`config.mk`:
```
export PLATFORM = sky130hd
export DESIGN_NAME = reg_bus_arbiter
export DESIGN_NICKNAME = d
export VERILOG_FILES = /design/src/rtl/cpu_bus_pkg.sv /design/src/rtl/rr_arbiter.sv /design/src/rtl/reg_bus_arbiter.sv
export SDC_FILE = /design/constraint.sdc
export NUM_CORES = 1
export LEC_CHECK = 0
export BUFFER_PORTS_ARGS = -buffer_cell sky130_fd_sc_hd__buf_2
export CELL_PAD_IN_SITES_DETAIL_PLACEMENT = 1
export CELL_PAD_IN_SITES_GLOBAL_PLACEMENT = 1
export CORE_MARGIN = 8
export CORE_UTILIZATION = 37
export DETAILED_ROUTE_END_ITERATION = 10
export PLACE_DENSITY_LB_ADDON = 0.1
export SETUP_SLACK_MARGIN = 0.3
export SYNTH_ARGS = -nofsm -noshare
export SYNTH_HDL_FRONTEND = slang
export SYNTH_SLANG_ARGS = --single-unit
```
`constraint.sdc`:
```
create_clock -name clk -period 4.3 [get_ports clk]
set_clock_uncertainty 0.2 [all_clocks]
set_input_delay 0.86 -clock clk [delete_from_list [all_inputs] [get_ports clk]]
set_output_delay 0.86 -clock clk [all_outputs]
set_load 0.05 [all_outputs]
```
`src/rtl/cpu_bus_pkg.sv`:
```
// Shared types and helpers for the register-bus arbiter slice.
package cpu_bus_pkg;

  typedef enum logic {IDLE, DRIVE} bus_state_e;

  localparam int DEFAULT_TIMEOUT = 16;
  localparam int MAX_REGS        = 256;

  // Callers size the result down to their own register count with a width cast.
  function automatic logic [MAX_REGS-1:0] onehot_idx(input logic [7:0] idx);
    onehot_idx      = '0;
    onehot_idx[idx] = 1'b1;
  endfunction

endpackage

```
`src/rtl/rr_arbiter.sv`:
```
// Combinational round-robin picker: first asserted req at or after ptr, wrapping.
module rr_arbiter #(
  parameter int N  = 4,
  parameter int PW = $clog2(N)
) (
  input  logic [N-1:0]  req,
  input  logic [PW-1:0] ptr,
  output logic [N-1:0]  gnt,
  output logic          valid
);

  logic [PW-1:0] j;

  always_comb begin
    gnt   = '0;
    valid = 1'b0;
    j     = '0;
    for (int unsigned i = 0; i < N; i++) begin
      j = PW'((32'(ptr) + i) % N);
      if (!valid && req[j]) begin
        gnt[j] = 1'b1;
        valid  = 1'b1;
      end
    end
  end

endmodule

```
`src/rtl/reg_bus_arbiter.sv`:
```
// Round-robin owner of the shared register read buses and load strobes,
// with a turnaround idle cycle between transactions and a hang timeout.
module reg_bus_arbiter
  import cpu_bus_pkg::*;
#(
  parameter int NUM_REQ  = 4,
  parameter int NUM_REGS = 16,
  parameter int IDX_W    = $clog2(NUM_REGS),
  parameter int TIMEOUT  = DEFAULT_TIMEOUT
) (
  input  logic                           clk,
  input  logic                           rst,
  input  logic [NUM_REQ-1:0]             req,
  input  logic [NUM_REQ-1:0]             use_a,
  input  logic [NUM_REQ-1:0]             use_b,
  input  logic [NUM_REQ-1:0]             wr_en,
  input  logic [NUM_REQ-1:0][IDX_W-1:0]  src_a,
  input  logic [NUM_REQ-1:0][IDX_W-1:0]  src_b,
  input  logic [NUM_REQ-1:0][IDX_W-1:0]  dst,
  input  logic                           done,
  output logic [NUM_REQ-1:0]             gnt,
  output logic [NUM_REGS-1:0]            oe_a,
  output logic [NUM_REGS-1:0]            oe_b,
  output logic [NUM_REGS-1:0]            ld,
  output logic [NUM_REQ-1:0]             ack,
  output logic [NUM_REQ-1:0]             err,
  output logic                           busy
);

  localparam int PW = $clog2(NUM_REQ);
  localparam int CW = $clog2(TIMEOUT);

  bus_state_e           state_q, state_d;
  logic [PW-1:0]        ptr_q, ptr_d;
  logic [CW-1:0]        cnt_q, cnt_d;
  logic [NUM_REQ-1:0]   gnt_q, gnt_d;
  logic [NUM_REQ-1:0]   ack_q, ack_d;
  logic [NUM_REQ-1:0]   err_q, err_d;
  logic [NUM_REGS-1:0]  oe_a_q, oe_a_d;
  logic [NUM_REGS-1:0]  oe_b_q, oe_b_d;
  logic                 lat_wr_q, lat_wr_d;
  logic [IDX_W-1:0]     lat_dst_q, lat_dst_d;

  logic [NUM_REQ-1:0]   arb_gnt;
  logic                 arb_valid;
  logic [PW-1:0]        win_idx;
  logic                 bad_idx;

  rr_arbiter #(.N(NUM_REQ)) u_arb (
    .req   (req),
    .ptr   (ptr_q),
    .gnt   (arb_gnt),
    .valid (arb_valid)
  );

  always_comb begin
    win_idx = '0;
    for (int unsigned i = 0; i < NUM_REQ; i++)
      if (arb_gnt[i]) win_idx = PW'(i);
  end

  assign bad_idx = (use_a[win_idx] && (int'(src_a[win_idx]) >= NUM_REGS)) ||
                   (use_b[win_idx] && (int'(src_b[win_idx]) >= NUM_REGS)) ||
                   (wr_en[win_idx] && (int'(dst[win_idx])   >= NUM_REGS));

  always_comb begin
    state_d   = state_q;
    ptr_d     = ptr_q;
    cnt_d     = cnt_q;
    gnt_d     = gnt_q;
    oe_a_d    = oe_a_q;
    oe_b_d    = oe_b_q;
    lat_wr_d  = lat_wr_q;
    lat_dst_d = lat_dst_q;
    ack_d     = '0;
    err_d     = '0;
    case (state_q)
      IDLE: begin
        if (arb_valid) begin
          ptr_d = (32'(win_idx) == NUM_REQ - 1) ? '0 : win_idx + 1'b1;
          if (bad_idx) begin
            err_d = arb_gnt;
          end else begin
            state_d   = DRIVE;
            gnt_d     = arb_gnt;
            cnt_d     = '0;
            lat_wr_d  = wr_en[win_idx];
            lat_dst_d = dst[win_idx];
            oe_a_d    = use_a[win_idx] ? NUM_REGS'(onehot_idx(8'(src_a[win_idx]))) : '0;
            oe_b_d    = use_b[win_idx] ? NUM_REGS'(onehot_idx(8'(src_b[win_idx]))) : '0;
          end
        end
      end
      DRIVE: begin
        // done takes priority over an expiring timeout in the same cycle
        if (done || (32'(cnt_q) == TIMEOUT - 1)) begin
          state_d = IDLE;
          gnt_d   = '0;
          oe_a_d  = '0;
          oe_b_d  = '0;
          cnt_d   = '0;
          if (done) ack_d = gnt_q;
          else      err_d = gnt_q;
        end else begin
          cnt_d = cnt_q + 1'b1;
        end
      end
      default: state_d = IDLE;
    endcase
  end

  always_ff @(posedge clk or posedge rst) begin
    if (rst) begin
      state_q   <= IDLE;
      ptr_q     <= '0;
      cnt_q     <= '0;
      gnt_q     <= '0;
      oe_a_q    <= '0;
      oe_b_q    <= '0;
      ack_q     <= '0;
      err_q     <= '0;
      lat_wr_q  <= 1'b0;
      lat_dst_q <= '0;
    end else begin
      state_q   <= state_d;
      ptr_q     <= ptr_d;
      cnt_q     <= cnt_d;
      gnt_q     <= gnt_d;
      oe_a_q    <= oe_a_d;
      oe_b_q    <= oe_b_d;
      ack_q     <= ack_d;
      err_q     <= err_d;
      lat_wr_q  <= lat_wr_d;
      lat_dst_q <= lat_dst_d;
    end
  end

  assign gnt  = gnt_q;
  assign oe_a = oe_a_q;
  assign oe_b = oe_b_q;
  assign ack  = ack_q;
  assign err  = err_q;
  assign busy = (state_q == DRIVE);
  assign ld   = (state_q == DRIVE && done && lat_wr_q) ?
                NUM_REGS'(onehot_idx(8'(lat_dst_q))) : '0;

endmodule

```
==> results.toml, run 1 <==
[critical_path]
cp.arrival_ns = 3.82
r2r_end = "oe_b[7]$_DFFE_PP0P_"
crit_path_start_kind = "flip-flop"
reg2regPathDepth = 10
path_class = "flip-flop to flip-flop"
regToRegStartpoint = "ptr_q[1]$_DFFE_PP0P_"
crit_start = "ptr_q[1]$_DFFE_PP0P_"
crit_fanout = 7
r2r_setup_slack_ns = 0.50
end_kind = "flip-flop"
cp_data_required_time_ns = 4.32

[place]
place_hpwl_um = 9290
port_buffers = 127
place.gp.congestion = 0.909
place_inst = 568

[synth]
synth_ff_type = "dfrtp_1"
syn-mean-instance-area_um2 = 10.2
async_flop_share = 1.00
syn_nets = 408
netlist_instances = 335
yosysWarnings = 0
synth-edff-count = 0
synth_area_mm2 = 0.00340
ys_types = 64
synth_seq_area_share = 0.412
ys_ff_latch = 56

[floorplanning]
fp.dieW_um = 112
dieArea_mm2 = 0.0125
rows = 35
io_pins = 128
die_y_um = 112
initial_core_util = 0.375
design.core.area_mm2 = 0.00906

[global_route]
grt_pass1_vias = 3602
grt_overflow = 0
grt_max_degree = 30
antenna_found_initial = 0
grt.total_usage = 0.184
grt_pass1_wl_um = 18700

[sta]
period_share = 0.884
hold_viol = 0
setup_tns_ns = 0
tightest_slew_ns = 0.777
setup_viol = 0
report.final.slew_viol_count = 0
fmax_mhz = 263
whs_ns = 0.292
fin_crit_ns = 3.80
rsz0062_at_grt = "false"
worst_slew_margin_rel = 0.477

[clock_tree]
cts.path.max_buffers = 2
clkSinkCount = 56
ctsRootBufferMaster = "clkbuf_8"
insertion_delay_ns = 0.31
clk_pin_slew_ns = 0.10
tritoncts = "done"
htree_levels = 2
cts_buffers = 5
post_cts_buffers = 0

[layout]
drive_gt1_frac = 0.396
stdcell_count = 576
nets = 537
area_growth_pct = 26.1
antenna_cells = 0
multi_input_area_mm2 = 0.00190
final_util = 0.473
nFillCells = 1077
seqCellArea_mm2 = 0.00140

[status]
outcome = "complete, no violations"

[pwr]
ir_drop_mv = 0.383
leakage_nw = 2.14
power_density_mw_per_mm2 = 847

[worst_hold_path]
hp-class = "flip-flop to flip-flop"
whs_path_depth = 2
min-delay-start = "lat_wr_q$_DFFE_PP0P_"
min_to = "lat_wr_q$_DFFE_PP0P_"

[detailed_routing]
dr_total_vias = 3187
drt-total-wl_um = 11400
firstDrtPassIters = 4
detail-route-antenna-nets = 0
wire_per_inst_um = 19.9
drcViolationCount = 0
viasPerCell = 5.53
drt_iter0_drc = 182

[flow_run]
maxCapViolCount = 0
## worst max-delay path, cell delays in order, from the launching register on
cell and delay, ns:
dfrtp_2 0.48, inv_1 0.10, ha_1 0.38, mux2i_2 0.24, mux2_2 0.36, a211oi_4 0.36
o21a_1 0.35, mux2_2 0.40, o221ai_1 0.30, o211ai_2 0.23, o31ai_1 0.30
## where the power goes
group	switching [mW]	total [mW]	leakage, nW	internal (mW)
sequential	0.115	0.767	0.760	0.651
clock	0.184	0.360	0.0583	0.176
combinational	1.63	2.50	1.32	0.873
total	1.93	3.63	2.14	1.70
## layout make-up
| class | count | share of cell area |
|---|---|---|
| Tap cell | 111 | 0.0324 |
| Inverter | 9 | 0.00788 |
| Timing Repair Buffer | 135 | 0.162 |
| Clock inverter | 3 | 0.0111 |
| Clock buffer | 5 | 0.0160 |
| Sequential cell | 56 | 0.327 |
| Multi-Input combinational cell | 257 | 0.443 |
## Yosys cell counts, types with 2 or more instances
master | count | area share
dfrtp_1 | 56 | 0.41
nand2_1 | 37 | 0.041
nor2_1 | 32 | 0.035
o21ai_0 | 19 | 0.028
a32o_1 | 15 | 0.044
mux2i_1 | 14 | 0.041
nand2b_1 | 14 | 0.026
a22o_1 | 10 | 0.026
o31ai_1 | 10 | 0.022
inv_1 | 9 | 0.0099
and2_1 | 6 | 0.011
and3_1 | 6 | 0.011
clkbuf_1 | 6 | 0.0066
ha_1 | 6 | 0.022
mux2_2 | 6 | 0.020
nand3_1 | 6 | 0.0088
a221oi_1 | 5 | 0.013
nor3_1 | 5 | 0.0074
a21oi_1 | 4 | 0.0059
buf_6 | 4 | 0.013
o211ai_1 | 4 | 0.0088
o221a_2 | 4 | 0.013
o22ai_1 | 4 | 0.0074
buf_2 | 3 | 0.0044
nor2b_1 | 3 | 0.0055
a211oi_1 | 2 | 0.0044
a211oi_2 | 2 | 0.0074
a21oi_2 | 2 | 0.0052
a22oi_2 | 2 | 0.0074
mux4_2 | 2 | 0.013
nand3b_1 | 2 | 0.0044
nor2b_4 | 2 | 0.0081
o221ai_2 | 2 | 0.0088
## state kept, by name (all words and copies together) (netlist names), 2 cells and up
register   cells
oe_a          16
lat_dst_q      4
cnt_q          4
oe_b          16
gnt            4
err            4
ack            4
ptr_q          2
## worst max-delay path by stage
stage                     endpoint  cells past startpoint
6_report       oe_b[7]$_DFFE_PP0P_                     10
5_1_grt        oe_b[4]$_DFFE_PP0P_                     10
4_1_cts        oe_b[4]$_DFFE_PP0P_                     10
3_5_place_dp   oe_b[4]$_DFFE_PP0P_                     10
3_3_place_gp   oe_b[7]$_DFFE_PP0P_                     10
2_1_floorplan  oe_b[1]$_DFFE_PP0P_                     12
## layer usage
layer  vias to the layer above  track usage  share of wire
met5                         -            0              0
met4                         0       0.0565          0.017
met3                        15       0.0400          0.049
met2                        92        0.318           0.49
met1                      1556        0.221           0.44
li1                       1524            -              -
## through the flow
step	instance area (µm²)	setup slack (ns)	total power [mW]
after floorplan	3400	0.700	2.67
after CTS	4270	0.311	3.63
final	4290	0.500	3.63
after detailed placement	4150	0.307	3.25
after global placement	4150	0.388	3.19
after global routing	4290	0.313	3.88
## cells by family after synthesis
group	synth area share
AO/OA/AOI/OAI	0.258
multiplexers	0.0809
flip-flops	0.412
adder cells (fa/ha/maj)	0.0221
buffers and inverters	0.0342
AND/OR/NAND/NOR	0.193
## layout by cell type, fill, tap and decap left out, drive strengths merged, types with 7 or more instances in the layout
cell | Yosys | layout
nor2 | 33 | 33
a32o | 15 | 15
and2 | 7 | 7
buf | 7 | 135
mux2i | 15 | 15
a22o | 10 | 10
nand2 | 37 | 37
inv | 9 | 9
dfrtp | 56 | 56
o31ai | 10 | 10
o21ai | 20 | 20
nand2b | 15 | 15
## repair_timing
item,4_1_cts,5_1_grt
resized for setup,1,5
endpoints found under the setup margin,7,35
pin swaps,0,1
hold buffers,0,0
Power figures use the tool's default switching activity.
==> run 2: changes to the inputs <==
--- a/config.mk
+++ b/config.mk
@@ -8,10 +8,10 @@
 export BUFFER_PORTS_ARGS = -buffer_cell sky130_fd_sc_hd__buf_2
 export CELL_PAD_IN_SITES_DETAIL_PLACEMENT = 1
 export CELL_PAD_IN_SITES_GLOBAL_PLACEMENT = 1
-export CORE_MARGIN = 8
+export CORE_MARGIN = 2
 export CORE_UTILIZATION = 37
 export DETAILED_ROUTE_END_ITERATION = 10
-export PLACE_DENSITY_LB_ADDON = 0.1
+export PLACE_DENSITY = 0.81
 export SETUP_SLACK_MARGIN = 0.3
 export SYNTH_ARGS = -nofsm -noshare
 export SYNTH_HDL_FRONTEND = slang
==> results.toml, run 2 (synthesized netlist as in run 1, its figures left out) <==
[sta]
rsz0062_at_grt = "true"
worst_slew_margin_rel = 0.528
fin_crit_ns = 3.83
report.final.slew_viol_count = 0
hold_viol = 0
setup_tns_ns = 0
fmax_mhz = 261
tightest_slew_ns = 0.702
period_share = 0.891
setup_viol = 0

[critical_path]
cp.arrival_ns = 3.83
regToRegStartpoint = "ptr_q[1]$_DFFE_PP0P_"
cp_data_required_time_ns = 4.30
crit_path_frequent_cell = "a22o_1"
path_class = "flip-flop to flip-flop"
slowest_stage = "dfrtp_1"
crit_fanout = 9
crit_path_start_kind = "flip-flop"
r2r_setup_slack_ns = 0.47
crit_chain = "inv_1 > ha_1 > mux2i_2 > mux2_2 > a2111o_1 > a22o_1 > a211oi_1 > o31a_2 > nor3_2 > a22o_1"
end_kind = "flip-flop"
reg2regPathDepth = 10
slowest_delay_ns = 0.53
r2r_end = "oe_a[3]$_DFFE_PP0P_"

[clock_tree]
clkSinkCount = 56
insertion_delay_ns = 0.31
ctsRootBufferMaster = "clkbuf_8"
cts.path.max_buffers = 2
htree_levels = 2
clk_pin_slew_ns = 0.10
tritoncts = "done"
cts_buffers = 5

[floorplanning]
die_y_um = 99.9
dieArea_mm2 = 0.00997
io_pins = 128
fp.dieW_um = 99.9
design.core.area_mm2 = 0.00881
initial_core_util = 0.386
rows = 34

[worst_hold_path]
hp-class = "flip-flop to flip-flop"
min_to = "oe_b[15]$_DFFE_PP0P_"
min-delay-start = "oe_b[15]$_DFFE_PP0P_"
whs_path_depth = 2

[layout]
antenna_cells = 0
area_growth_pct = 26.0
final_common_cell = "buf_2"
nets = 539
finalInstanceArea_mm2 = 0.00429
nFillCells = 1039
drive_gt1_frac = 0.403
most-common-layout-cells = "buf_2, dfrtp_1, nand2_1, nor2_1, o21ai_0"

[global_route]
grt_overflow = 0
grt_pass1_vias = 3367
antenna_found_initial = 0
grt_max_degree = 37
grt_pass1_wl_um = 17000
grt.total_usage = 0.213

[flow_run]
maxCapViolCount = 0

[detailed_routing]
drt-total-wl_um = 10700
detail-route-antenna-nets = 0
drcViolationCount = 0
wire_per_inst_um = 18.5
drt_iter0_drc = 148
viasPerCell = 5.61
dr_total_vias = 3223
firstDrtPassIters = 4

[place]
place_hpwl_um = 8570
port_buffers = 127
dpl-instance-area_mm2 = 0.00413
place.gp.congestion = 0.933

[status]
outcome = "complete, no violations"

[pwr]
leakage_nw = 2.14
ir_drop_mv = 0.340
power_density_mw_per_mm2 = 841
[run 2: worst max-delay path by stage]
stage                               startpoint                    to  slack [ns]  depth (start not counted)
after floorplan           ptr_q[0]$_DFFE_PP0P_   oe_b[1]$_DFFE_PP0P_        0.70                         12
after global placement    ptr_q[1]$_DFFE_PP0P_   oe_a[1]$_DFFE_PP0P_        0.48                         10
after detailed placement  ptr_q[1]$_DFFE_PP0P_   oe_a[1]$_DFFE_PP0P_        0.36                         10
after CTS                 ptr_q[1]$_DFFE_PP0P_   oe_a[1]$_DFFE_PP0P_        0.31                         10
after global routing      ptr_q[1]$_DFFE_PP0P_  oe_b[14]$_DFFE_PP0P_        0.27                         11
final                     ptr_q[1]$_DFFE_PP0P_   oe_a[3]$_DFFE_PP0P_        0.47                         10
[run 2: metal layers]
layer  GRT usage  part of all wire  up-vias
met5           0                 0        -
met4      0.0537             0.012        0
met3      0.0258             0.048        8
met2       0.386              0.50      102
met1       0.270              0.44     1591
li1            -                 -     1522
[run 2: final cells by class]
cell class              instances  area [µm²]  share of cell area
multi-input cells             257        1920               0.447
flip-flops and latches         56        1400               0.327
repair buffers                137         711               0.166
well taps                     108         135              0.0315
clock buffers                   6        72.6              0.0169
inverters                       9        33.8             0.00788
clock inverters                 2        16.3             0.00379
[run 2: power by group]
part           total, mW  internal (mW)  switching (mW)
clock network      0.288          0.116           0.172
registers          0.759          0.650           0.109
logic               2.56          0.904            1.65
[run 2: what timing repair did]
item / in CTS / in global routing
resized for setup: 0 / 9
setup buffers: 0 / 4
hold buffers: 0 / 0
endpoints found under the setup margin: 0 / 34
[run 2: critical path: cells and delay by family (launching register included)]
kind | cells | cell delay (ns)
AO/OA/AOI/OAI | 5 | 1.75
multiplexers | 2 | 0.59
flip-flops | 1 | 0.53
adder cells (fa/ha/maj) | 1 | 0.39
buffers and inverters | 1 | 0.13
AND/OR/NAND/NOR | 1 | 0.12
[run 2: metrics by stage]
step | total power, mW | std cells | setup WS, ns | utilization | hold slack (ns)
2_1_floorplan | 2.67 | 335 | 0.700 | - | 0.246
3_3_place_gp | 3.13 | 563 | 0.483 | 0.469 | 0.258
3_5_place_dp | 3.22 | 563 | 0.362 | 0.469 | 0.276
4_1_cts | 3.51 | 571 | 0.306 | 0.480 | 0.300
5_1_grt | 3.86 | 575 | 0.272 | 0.487 | 0.312
6_report | 3.61 | 575 | 0.467 | 0.487 | 0.290
